File: src/rtl/midi_out_tx.sv
// MIDI serial transmitter: byte FIFO feeding an 8N1 framer (start, BYTE_W data bits LSB first, stop).
// Optional running-status suppression is compiled in with `define MIDI_RUNNING_STATUS_EN.
module midi_out_tx #(
    parameter int BYTE_W     = 8,
    parameter int MIDI_BAUD  = 31250,
    parameter int SYSCLK_F   = 48000000,
    parameter int FIFO_DEPTH = 4
) (
    input  logic              sys_clk,
    input  logic              rst,
    input  logic [BYTE_W-1:0] data_in,
    input  logic              wr_en,
    output logic              fifo_full,
    output logic              busy,
    output logic              MIDI_OUT,
    output logic              byte_sent_strobe
);

    localparam int         CLK_PER_BIT = SYSCLK_F / MIDI_BAUD;
    localparam logic [10:0] CNT_LAST   = 11'(CLK_PER_BIT - 1);
    localparam int         AW          = $clog2(FIFO_DEPTH);
    localparam int         IW          = (BYTE_W > 1) ? $clog2(BYTE_W) : 1;
    localparam logic [IW-1:0] IDX_LAST = IW'(BYTE_W - 1);

    typedef enum logic [1:0] {IDLE, START, DATA, STOP} state_t;

    // FIFO storage and bookkeeping
    logic [BYTE_W-1:0] mem [FIFO_DEPTH];
    logic [AW-1:0]     wr_ptr, rd_ptr;
    logic [AW:0]       count;
    logic              empty, push, pop, suppress;
    logic [BYTE_W-1:0] head;

    assign fifo_full = (count == (AW+1)'(FIFO_DEPTH));
    assign empty     = (count == '0);
    assign head      = mem[rd_ptr];
    // A write against a full FIFO is dropped even if a pop frees a slot on the same edge.
    assign push      = wr_en && !fifo_full;

    always_ff @(posedge sys_clk) begin
        if (push) mem[wr_ptr] <= data_in;
    end

    always_ff @(posedge sys_clk) begin
        if (rst) begin
            wr_ptr <= '0;
            rd_ptr <= '0;
            count  <= '0;
        end else begin
            if (push) wr_ptr <= wr_ptr + 1'b1;
            if (pop)  rd_ptr <= rd_ptr + 1'b1;
            case ({push, pop})
                2'b10:   count <= count + 1'b1;
                2'b01:   count <= count - 1'b1;
                default: count <= count;
            endcase
        end
    end

`ifdef MIDI_RUNNING_STATUS_EN
    // Last channel-status byte sent; zero means no running status is active.
    logic [7:0] rs_q;
    logic       is_status;

    assign is_status = head[7] && (head[6:4] != 3'b111);
    assign suppress  = is_status && (head[7:0] == rs_q);

    always_ff @(posedge sys_clk) begin
        if (rst) begin
            rs_q <= '0;
        end else if (pop && !suppress) begin
            if (is_status)                 rs_q <= head[7:0];
            else if (head[7:3] == 5'b11110) rs_q <= '0;
        end
    end
`else
    assign suppress = 1'b0;
`endif

    // Framer
    state_t            state_q, state_d;
    logic [10:0]       cnt_q, cnt_d;
    logic [IW-1:0]     idx_q, idx_d;
    logic [BYTE_W-1:0] shift_q, shift_d;
    logic              line_d, strobe_d, last;

    assign last = (cnt_q == CNT_LAST);
    assign busy = (state_q != IDLE) || !empty;

    always_comb begin
        state_d  = state_q;
        cnt_d    = cnt_q;
        idx_d    = idx_q;
        shift_d  = shift_q;
        pop      = 1'b0;
        strobe_d = 1'b0;
        line_d   = 1'b1;
        case (state_q)
            IDLE: begin
                cnt_d = '0;
                if (!empty) begin
                    pop = 1'b1;
                    if (!suppress) begin
                        state_d = START;
                        shift_d = head;
                    end
                end
            end
            START: begin
                line_d = 1'b0;
                if (last) begin
                    cnt_d   = '0;
                    idx_d   = '0;
                    state_d = DATA;
                end else begin
                    cnt_d = cnt_q + 11'd1;
                end
            end
            DATA: begin
                line_d = shift_q[0];
                if (last) begin
                    cnt_d   = '0;
                    shift_d = shift_q >> 1;
                    if (idx_q == IDX_LAST) state_d = STOP;
                    else                   idx_d = idx_q + 1'b1;
                end else begin
                    cnt_d = cnt_q + 11'd1;
                end
            end
            STOP: begin
                if (last) begin
                    cnt_d    = '0;
                    strobe_d = 1'b1;
                    state_d  = IDLE;
                    // Chain straight into the next frame so there is no idle gap.
                    if (!empty) begin
                        pop = 1'b1;
                        if (!suppress) begin
                            state_d = START;
                            shift_d = head;
                        end
                    end
                end else begin
                    cnt_d = cnt_q + 11'd1;
                end
            end
            default: state_d = IDLE;
        endcase
    end

    always_ff @(posedge sys_clk) begin
        if (rst) begin
            state_q          <= IDLE;
            cnt_q            <= '0;
            idx_q            <= '0;
            shift_q          <= '0;
            MIDI_OUT         <= 1'b1;
            byte_sent_strobe <= 1'b0;
        end else begin
            state_q          <= state_d;
            cnt_q            <= cnt_d;
            idx_q            <= idx_d;
            shift_q          <= shift_d;
            MIDI_OUT         <= line_d;
            byte_sent_strobe <= strobe_d;
        end
    end

endmodule

File: config.mk
export PLATFORM = sky130hd
export DESIGN_NAME = midi_out_tx
export DESIGN_NICKNAME = d
export VERILOG_FILES = /design/src/rtl/midi_out_tx.sv
export SDC_FILE = /design/constraint.sdc
export NUM_CORES = 1
export LEC_CHECK = 0
export ABC_CLOCK_PERIOD_IN_PS = 2700
export BUFFER_PORTS_ARGS = -buffer_cell sky130_fd_sc_hd__buf_2
export CAP_MARGIN = 0
export CORE_MARGIN = 3
export CORE_UTILIZATION = 45
export DETAILED_ROUTE_END_ITERATION = 10
export PLACE_DENSITY = 0.71
export REMOVE_ABC_BUFFERS = 1
export SKIP_CTS_REPAIR_TIMING = 1
export SYNTH_ARGS = -nofsm -noshare
export SYNTH_HDL_FRONTEND = slang
export SYNTH_SLANG_ARGS = --single-unit
File: constraint.sdc
create_clock -name sys_clk -period 2.7 [get_ports sys_clk]
set_input_delay 0.54 -clock sys_clk [delete_from_list [all_inputs] [get_ports sys_clk]]
set_output_delay 0.54 -clock sys_clk [all_outputs]
set_load 0.02 [all_outputs]
==> qor.yml, run 1 <==
status: "finished clean"
first_pass_iters: 4
timing.max_slew.rel_slack_pct: 61.5
place_hpwl_um: 3310
drtIter0Drc: 106
largest_family_of_logic_cells_by_synthesized_area: "simple AND/OR/NAND/NOR gates"
ant_nets: 0
cells_after_synth: 241
synth_flop_cell: "dfxtp_1"
antenna-diode-count: 0
slew_violations: 0
hold_slack_ns: 0.416
synth_top_cell_area_share_pct: 32.3
timing.final.setup_violations: 0
grt_overflow: 0
asyncSetResetFlopFracSynth_pct: 0
seq_area_um2: 1660
cts.clk_slew.worst_paths_ns: 0.08
worst_r2r_path_depth: 9
crit_slowest_cell: "fa_1"
ys_top_cells_by_count: "dfxtp_1, edfxtp_1, nor2_1"
tns_ns: 0
synth_edf_count: 32
grt_antenna_before_repair: 0
netlist.top_cell.by_area: "edfxtp_1"
multi_input_comb_area_um2: 1220
cts-htree-levels: 3
path_delay_family: "adder cells"
n_fill_cell: 543
hold_path_startpoint: "data_in[2]"
p_per_area_nw_per_um2: 985
worst_path_largest_cell_delay_ns: 0.39
crit_fanout: 7
critical_path_most_common_cell: "ha_1"
place.gp.congestion: 0.748
floorplan.die.width_um: 87.3
cts_inserted_buffers: 9
yosys.area_share.adder_pct: 6.14
placement.io_buffers: 14
hold_viol: 0
cp.buffers_inverters: 0
post_route_cells_drive_above_1_share_pct: 18.7
synth_compound_gate_area_share_pct: 6.05
worst-slew-pin-transition_ns: 0.577
cp.depth: 9
maximum_number_of_pins_on_one_net_before_global_route_repair: 33
io_pins: 15
die_area_um2: 7630
reported_leakage_power_uw: 0.00117
synth.yosys.seq_area_share_pct: 55.8
min_period_ns: 2.50
drt_drc: 0
design.core.area_um2: 6390
worst_slack_ns: 0.197
dieHeight_um: 87.3
timing.critical_path.cells: "ha_1 -> and4_1 -> a41oi_4 -> nor2_1 -> ha_1 -> fa_1 -> xnor2_1 -> or3_1 -> a21oi_1"
hold_depth: 1
synthXorXnorAreaFrac_pct: 3.24
irDropWorstVdd_mv: 0.514
grt_first_pass_wirelength_um: 8210
timing.critical_path.arrival_ns: 2.77
grt_setup_unrepaired: "false"
all_layer_global_routing_usage_pct: 14.4
cp-end-kind: "flip-flop"
critPathRequiredTime_ns: 2.96
route.detailed.vias_per_inst: 5.19
timing.clock.skew_ns: 0.00741
maxCapViolCount: 0
timing_worst_setup_path_type: "reg -> reg"
reg_to_reg_slack_setup_ns: 0.20
postRouteWirelength_um: 4790
ys_seq_elements: 67
ys_top_cells_by_area: "edfxtp_1, dfxtp_1, mux4_2"
floorplan.initialDensity_pct: 46.6
maximum_clock_frequency_mhz: 400
grt_pass1_vias: 1778
synth_most_common_cell: "dfxtp_1"
yosys.area_share.simple_pct: 13.3
yosysWarningCount: 0
via_count: 1759
post_synth_num_cell_types: 41
layout-area-overhead-vs-synth_pct: 10.2
row_count: 29
clkSinkCount: 67
timing.critical_path.from_type: "flip-flop"
detailedPlace.worstSlack_ns: 0.230
synthesis.area_um2: 2980
cts_buffer_depth: 2
worst_hold_path_type: "in -> reg"
worstHoldEndpoint: "mem[1][2]"
tritoncts_clock_tree: "done"
worstReg2RegEnd: "count[2]"
cts.root.buffer_cell: "clkbuf_8"
reg2reg_start: "cnt_q[0]"
drt-wirelength-per-cell_um: 14.1
layout_worst_path_cycle_share_pct: 92.7
synth.area.mux_share_pct: 12.4
clk_latency_ns: 0.34
synth.avg_cell_area_um2: 12.4
nNetsFinal: 282
==> state kept, by name (all words and copies together) (netlist names), 2 cells and up, named ones only <==
signal	count
cnt_q	11
count	3
idx_q	3
mem	32
rd_ptr	2
shift_q	8
state_q	2
wr_ptr	2
==> worst register-to-register path: stages (launching register included) <==
cell and delay [ns]:
dfxtp_1 0.34, ha_1 0.25, and4_1 0.32, a41oi_4 0.24
nor2_1 0.09, ha_1 0.22, fa_1 0.39, xnor2_1 0.14
or3_1 0.30, a21oi_1 0.14
==> kinds of logic (layout without fill, tap and decap cells) <==
family | after synthesis | count (layout)
AND/OR/NAND/NOR | 76 | 76
flip-flops | 67 | 67
AO/OA/AOI/OAI | 26 | 26
multiplexers | 26 | 26
buffers and inverters | 21 | 42
adder cells (fa/ha/maj) | 14 | 14
XOR/XNOR | 11 | 11
==> cells in the final DEF (no fill, tap or decap), drive strengths merged, types with 2 or more instances in the layout <==
master  Yosys  layout
clkbuf      6       9
a21oi       9       9
and2        4       4
or3         4       4
mux2i      11      11
nand2       6       6
nor2b       8       8
mux4        8       8
nor2       26      26
o21ai       8       8
xor2        5       5
nor4        2       2
nand3       6       6
nand4       5       5
nand3b      2       2
nor3        4       4
clkinv      0       4
edfxtp     32      32
xnor2       6       6
mux2        7       7
dfxtp      35      35
ha         13      13
inv        10      12
nand2b      3       3
buf         5      16
==> layer usage <==
| metal | routed length [um] | global-route usage, % | vias up |
|---|---|---|---|
| li1 | - | - | 901 |
| met1 | 2280 | 19.6 | 832 |
| met2 | 2270 | 20.9 | 24 |
| met3 | 198 | 4.82 | 2 |
| met4 | 31 | 6.28 | 0 |
| met5 | 0 | 0 | - |
==> final cells by class <==
type                       count  area share (%)
clock buffer                   9            3.78
clock inverter                 7            1.60
inverter                      10            1.14
timing repair buffer          16            2.59
tap                           77            2.94
sequential                    67            50.6
multi-input combinational    153            37.3
==> through the flow <==
| stage | area, um2 | instances | util [%] | power (uW) |
|---|---|---|---|---|
| finish | 3280 | 339 | 51.4 | 3230 |
| global route | 3280 | 339 | 51.4 | 3480 |
| CTS | 3280 | 339 | 51.4 | 3280 |
| detailed placement | 3100 | 323 | 48.6 | 2540 |
| global placement | 3100 | 323 | 48.6 | 2510 |
| floorplan | 2920 | 230 | - | 2270 |
==> power breakdown <==
group / leakage, uW / internal [uW] / total (uW) / switching, uW
clock network: 0.0000900 / 338 / 726 / 387
registers: 0.000579 / 1260 / 1400 / 136
logic: 0.000501 / 540 / 1110 / 566
==> worst max-delay path by stage <==
stage,end,from
after CTS,count[2],cnt_q[0]
after global placement,count[2],cnt_q[0]
final,count[2],cnt_q[0]
after floorplan,count[2],cnt_q[0]
after detailed placement,count[2],cnt_q[0]
after global routing,count[2],cnt_q[0]
Note: power is estimated with default switching activity, not from simulation.
==> inputs of run 2 (changes only) <==
--- a/config.mk
+++ b/config.mk
@@ -8,9 +8,10 @@
 export ABC_CLOCK_PERIOD_IN_PS = 2700
 export BUFFER_PORTS_ARGS = -buffer_cell sky130_fd_sc_hd__buf_2
 export CAP_MARGIN = 0
-export CORE_MARGIN = 3
+export CORE_MARGIN = 8
 export CORE_UTILIZATION = 45
 export DETAILED_ROUTE_END_ITERATION = 10
+export HOLD_SLACK_MARGIN = 0.1
 export PLACE_DENSITY = 0.71
 export REMOVE_ABC_BUFFERS = 1
 export SKIP_CTS_REPAIR_TIMING = 1
==> qor.yml, run 2 (synthesis gave the netlist of run 1 again) <==
floorplan.die.width_um: 97.3
min_period_ns: 2.51
crit_fanout: 7
all_layer_global_routing_usage_pct: 10.6
clkSinkCount: 67
cts.root.buffer_cell: "clkbuf_8"
final_cell_mix: "dfxtp_1, edfxtp_1, nor2_1"
path_delay_family: "adder cells"
via_count: 1798
irDropWorstVdd_mv: 0.589
layout_commonest_cell: "dfxtp_1"
layout-area-overhead-vs-synth_pct: 12.6
maximum_number_of_pins_on_one_net_before_global_route_repair: 33
die_area_um2: 9470
maxCapViolCount: 0
fin_cells: 339
crit_slowest_cell: "fa_1"
design.core.area_um2: 6390
place.gp.congestion: 0.816
io_pins: 15
floorplan.initialDensity_pct: 46.6
timing.final.setup_violations: 0
nNetsFinal: 282
route.detailed.vias_per_inst: 5.30
worst_r2r_path_depth: 9
drt_drc: 0
antenna-diode-count: 0
layout_worst_path_cycle_share_pct: 92.8
grt_pass1_vias: 1801
hold_depth: 1
critical_path_most_common_cell: "ha_1"
dieHeight_um: 97.3
clk_latency_ns: 0.33
slew_violations: 0
cp-end-kind: "flip-flop"
hold_slack_ns: 0.414
timing.clock.skew_ns: 0.00983
grt_setup_unrepaired: "false"
tns_ns: 0
timing_worst_setup_path_type: "reg -> reg"
cts_inserted_buffers: 9
maximum_clock_frequency_mhz: 399
cp.buffers_inverters: 0
status: "finished clean"
worst-slew-pin-transition_ns: 0.577
first_pass_iters: 4
grt_first_pass_wirelength_um: 8180
place_hpwl_um: 3400
row_count: 29
grt_overflow: 0
ant_nets: 0
p_per_area_nw_per_um2: 1050
grt_antenna_before_repair: 0
largest-register: "mem"
critPathRequiredTime_ns: 2.96
drtIter0Drc: 77
reported_leakage_power_uw: 0.00120
cts-htree-levels: 3
timing.max_slew.rel_slack_pct: 61.6
timing.critical_path.cells: "ha_1 -> and4_1 -> a41oi_4 -> nor2_1 -> ha_1 -> fa_1 -> xnor2_1 -> or3_1 -> a21oi_1"
drt-wirelength-per-cell_um: 14.2
max_reg_flops: 32
cts.clk_slew.worst_paths_ns: 0.08
hold_viol: 0
cp.depth: 9
final_core_util_pct: 52.5
placement.io_buffers: 14
cts_buffer_depth: 2
timing.critical_path.from_type: "flip-flop"
post_route_cells_drive_above_1_share_pct: 18.7
postRouteWirelength_um: 4820
place_inst: 323
top_regs: "mem x32, cnt_q x11, shift_q x8"
tritoncts_clock_tree: "done"
worst_path_largest_cell_delay_ns: 0.38
timing.critical_path.arrival_ns: 2.77
worst_hold_path_type: "in -> reg"
[run 2: cell type report]
type / count / area [um2]
Multi-Input combinational cell: 153 / 1220
Timing Repair Buffer: 16 / 85.1
Fill cell: 539 / 3030
Inverter: 10 / 37.5
Tap cell: 77 / 96.3
Sequential cell: 67 / 1660
Clock buffer: 9 / 124
Clock inverter: 7 / 124
[run 2: final timing paths]
check,from,end,slack [ns]
max,cnt_q[0],count[2],0.19
min,data_in[7],mem[2][7],0.41
min reg2reg,cnt_q[0],cnt_q[0],0.47
max reg2reg,cnt_q[0],count[2],0.19
[run 2: layer usage]
metal  share of wire (%)  wire length [um]  up-vias  GRT usage (%)
met5                   0                 0        -              0
met2                  46              2210       28           16.3
met1                  50              2390      857           13.6
met4                 1.7                80        0           4.90
met3                 2.9               142       10           2.63
li1                    -                 -      903              -
[run 2: through the flow]
| step | power (uW) | setup WS, ns | area, um2 |
|---|---|---|---|
| after floorplan | 2270 | 0.378 | 2920 |
| after global placement | 2510 | 0.292 | 3100 |
| after detailed placement | 2540 | 0.199 | 3100 |
| after CTS | 3560 | 0.183 | 3350 |
| after global routing | 3730 | 0.0579 | 3350 |
| final | 3520 | 0.194 | 3350 |
[run 2: report_power, final]
part	switching, uW	internal, uW	leakage (uW)
clock network	389	619	0.000120
registers	131	1260	0.000579
logic	574	539	0.000501
total	1090	2420	0.00120
[run 2: worst register-to-register path, delay by kind of cell, from the launching register on]
kind                       cells  cell delay [ns]
adders and majority gates      3             0.85
AOI/OAI and AO/OA              2             0.38
DFF                            1             0.34
xor gates and xnor gates       1             0.15
and+or+nand+nor                3             0.71
==> inputs of run 3 (changes only) <==
--- a/config.mk
+++ b/config.mk
@@ -9,10 +9,12 @@
 export BUFFER_PORTS_ARGS = -buffer_cell sky130_fd_sc_hd__buf_2
 export CAP_MARGIN = 0
 export CORE_MARGIN = 8
-export CORE_UTILIZATION = 45
+export CORE_UTILIZATION = 60
 export DETAILED_ROUTE_END_ITERATION = 10
+export GPL_TIMING_DRIVEN = 0
 export HOLD_SLACK_MARGIN = 0.1
-export PLACE_DENSITY = 0.71
+export PLACE_DENSITY = 0.87
+export RECOVER_POWER = 25
 export REMOVE_ABC_BUFFERS = 1
 export SKIP_CTS_REPAIR_TIMING = 1
 export SYNTH_ARGS = -nofsm -noshare
==> qor.yml, run 3 (synthesis gave the netlist of run 1 again) <==
first_pass_iters: 5
nNetsFinal: 280
route.detailed.vias_per_inst: 5.49
timing_worst_setup_path_type: "reg -> reg"
grt_pass1_vias: 1767
layout_worst_path_cycle_share_pct: 90.8
top_regs: "mem x32, cnt_q x11, shift_q x8"
crit_fanout: 7
floorplan.die.width_um: 86.4
antenna-diode-count: 0
swShare_pct: 33.5
floorplan.initialDensity_pct: 62.6
drt_drc: 0
ant_nets: 0
cts_inserted_buffers: 9
timing.clock.skew_ns: 0.00851
layout-area-overhead-vs-synth_pct: 10.1
worst-slew-pin-transition_ns: 0.790
clk_latency_ns: 0.35
cell_internal_pwr_uw: 2230
seq_area_um2: 1660
p_per_area_nw_per_um2: 1030
power.share.combinational_pct: 32.7
cts.clk_slew.worst_paths_ns: 0.08
timing.critical_path.from_type: "flip-flop"
max_reg_flops: 32
die_area_um2: 7470
grt_antenna_before_repair: 0
multi_input_comb_area_um2: 1230
cts.root.buffer_cell: "clkbuf_8"
placed_cell_area_um2: 3080
switching_power_uw: 1130
clkSinkCount: 67
all_layer_global_routing_usage_pct: 14.8
tritoncts_clock_tree: "done"
io_pins: 15
cp-end-kind: "flip-flop"
n_fill_cell: 341
irDropWorstVdd_mv: 0.850
power.share.clock_pct: 25.6
cts_buffer_depth: 2
layout_commonest_cell: "dfxtp_1"
power.sequential.fraction_pct: 41.7
timing.final.setup_violations: 0
total_power_uw: 3360
design.core.area_um2: 4750
timing.critical_path.arrival_ns: 2.72
maximum_number_of_pins_on_one_net_before_global_route_repair: 33
place_hpwl_um: 3390
final_cell_mix: "dfxtp_1, edfxtp_1, nor2_1"
dieHeight_um: 86.4
grt_setup_unrepaired: "false"
cts-htree-levels: 3
critPathRequiredTime_ns: 2.97
maxCapViolCount: 0
drtIter0Drc: 111
status: "finished clean"
slew_violations: 0
worst_hold_path_type: "in -> reg"
largest-register: "mem"
via_count: 1794
row_count: 25
min_period_ns: 2.45
hold_viol: 0
timing.max_slew.rel_slack_pct: 47.3
reported_leakage_power_uw: 0.00115
drt-wirelength-per-cell_um: 15.0
fin_cells: 327
postRouteWirelength_um: 4890
grt_first_pass_wirelength_um: 8440
place.gp.congestion: 0.817
stdcell_area_um2: 3280
tns_ns: 0
grt_overflow: 0
placement.io_buffers: 14
post_route_cells_drive_above_1_share_pct: 15.8
hold_slack_ns: 0.425
maximum_clock_frequency_mhz: 408
place_inst: 311
## run 3: cell type report
cell class	instances	share of cell area, %
Clock buffer	9	3.78
Clock inverter	7	2.56
Inverter	10	1.15
Multi-Input combinational cell	153	37.4
Sequential cell	67	50.7
Tap cell	67	2.56
Timing Repair Buffer	14	1.87
## run 3: routing by layer
layer	GRT usage, %	part of all wire, %	vias up	routed length, um
li1	-	-	904	-
met1	17.6	46	849	2230
met4	8.14	1.8	0	86
met5	0	0	-	0
met3	5.29	5.1	7	248
met2	22.9	48	34	2320
## run 3: worst paths after layout
check	end	slack (ns)	cells past startpoint	from
min	mem[3][4]	0.43	1	data_in[4]
max reg2reg	count[2]	0.25	9	cnt_q[0]
min reg2reg	cnt_q[0]	0.47	1	cnt_q[0]
max	count[2]	0.25	9	cnt_q[0]
## run 3: worst max-delay path: stages (launching register included)
cell and delay, ns:
dfxtp_1 0.34, ha_1 0.25, and4_4 0.25, a41oi_4 0.23, nor2_1 0.10, ha_1 0.23
fa_1 0.39, xnor2_1 0.16, or3_1 0.31, a21oi_1 0.14
## run 3: per-stage QoR
step	setup WS (ns)	utilization (%)
floorplan	0.378	-
CTS	0.160	69.1
global placement	0.253	64.7
finish	0.249	68.9
detailed placement	0.183	64.7
global route	0.0558	68.9
## run 3: power by group through the flow
stage	logic (uW)	registers [uW]	clock network, uW
floorplan	879	1390	0
global placement	1060	1410	0
detailed placement	1100	1430	0
CTS	1110	1410	883
global route	1220	1430	923
finish	1100	1400	860
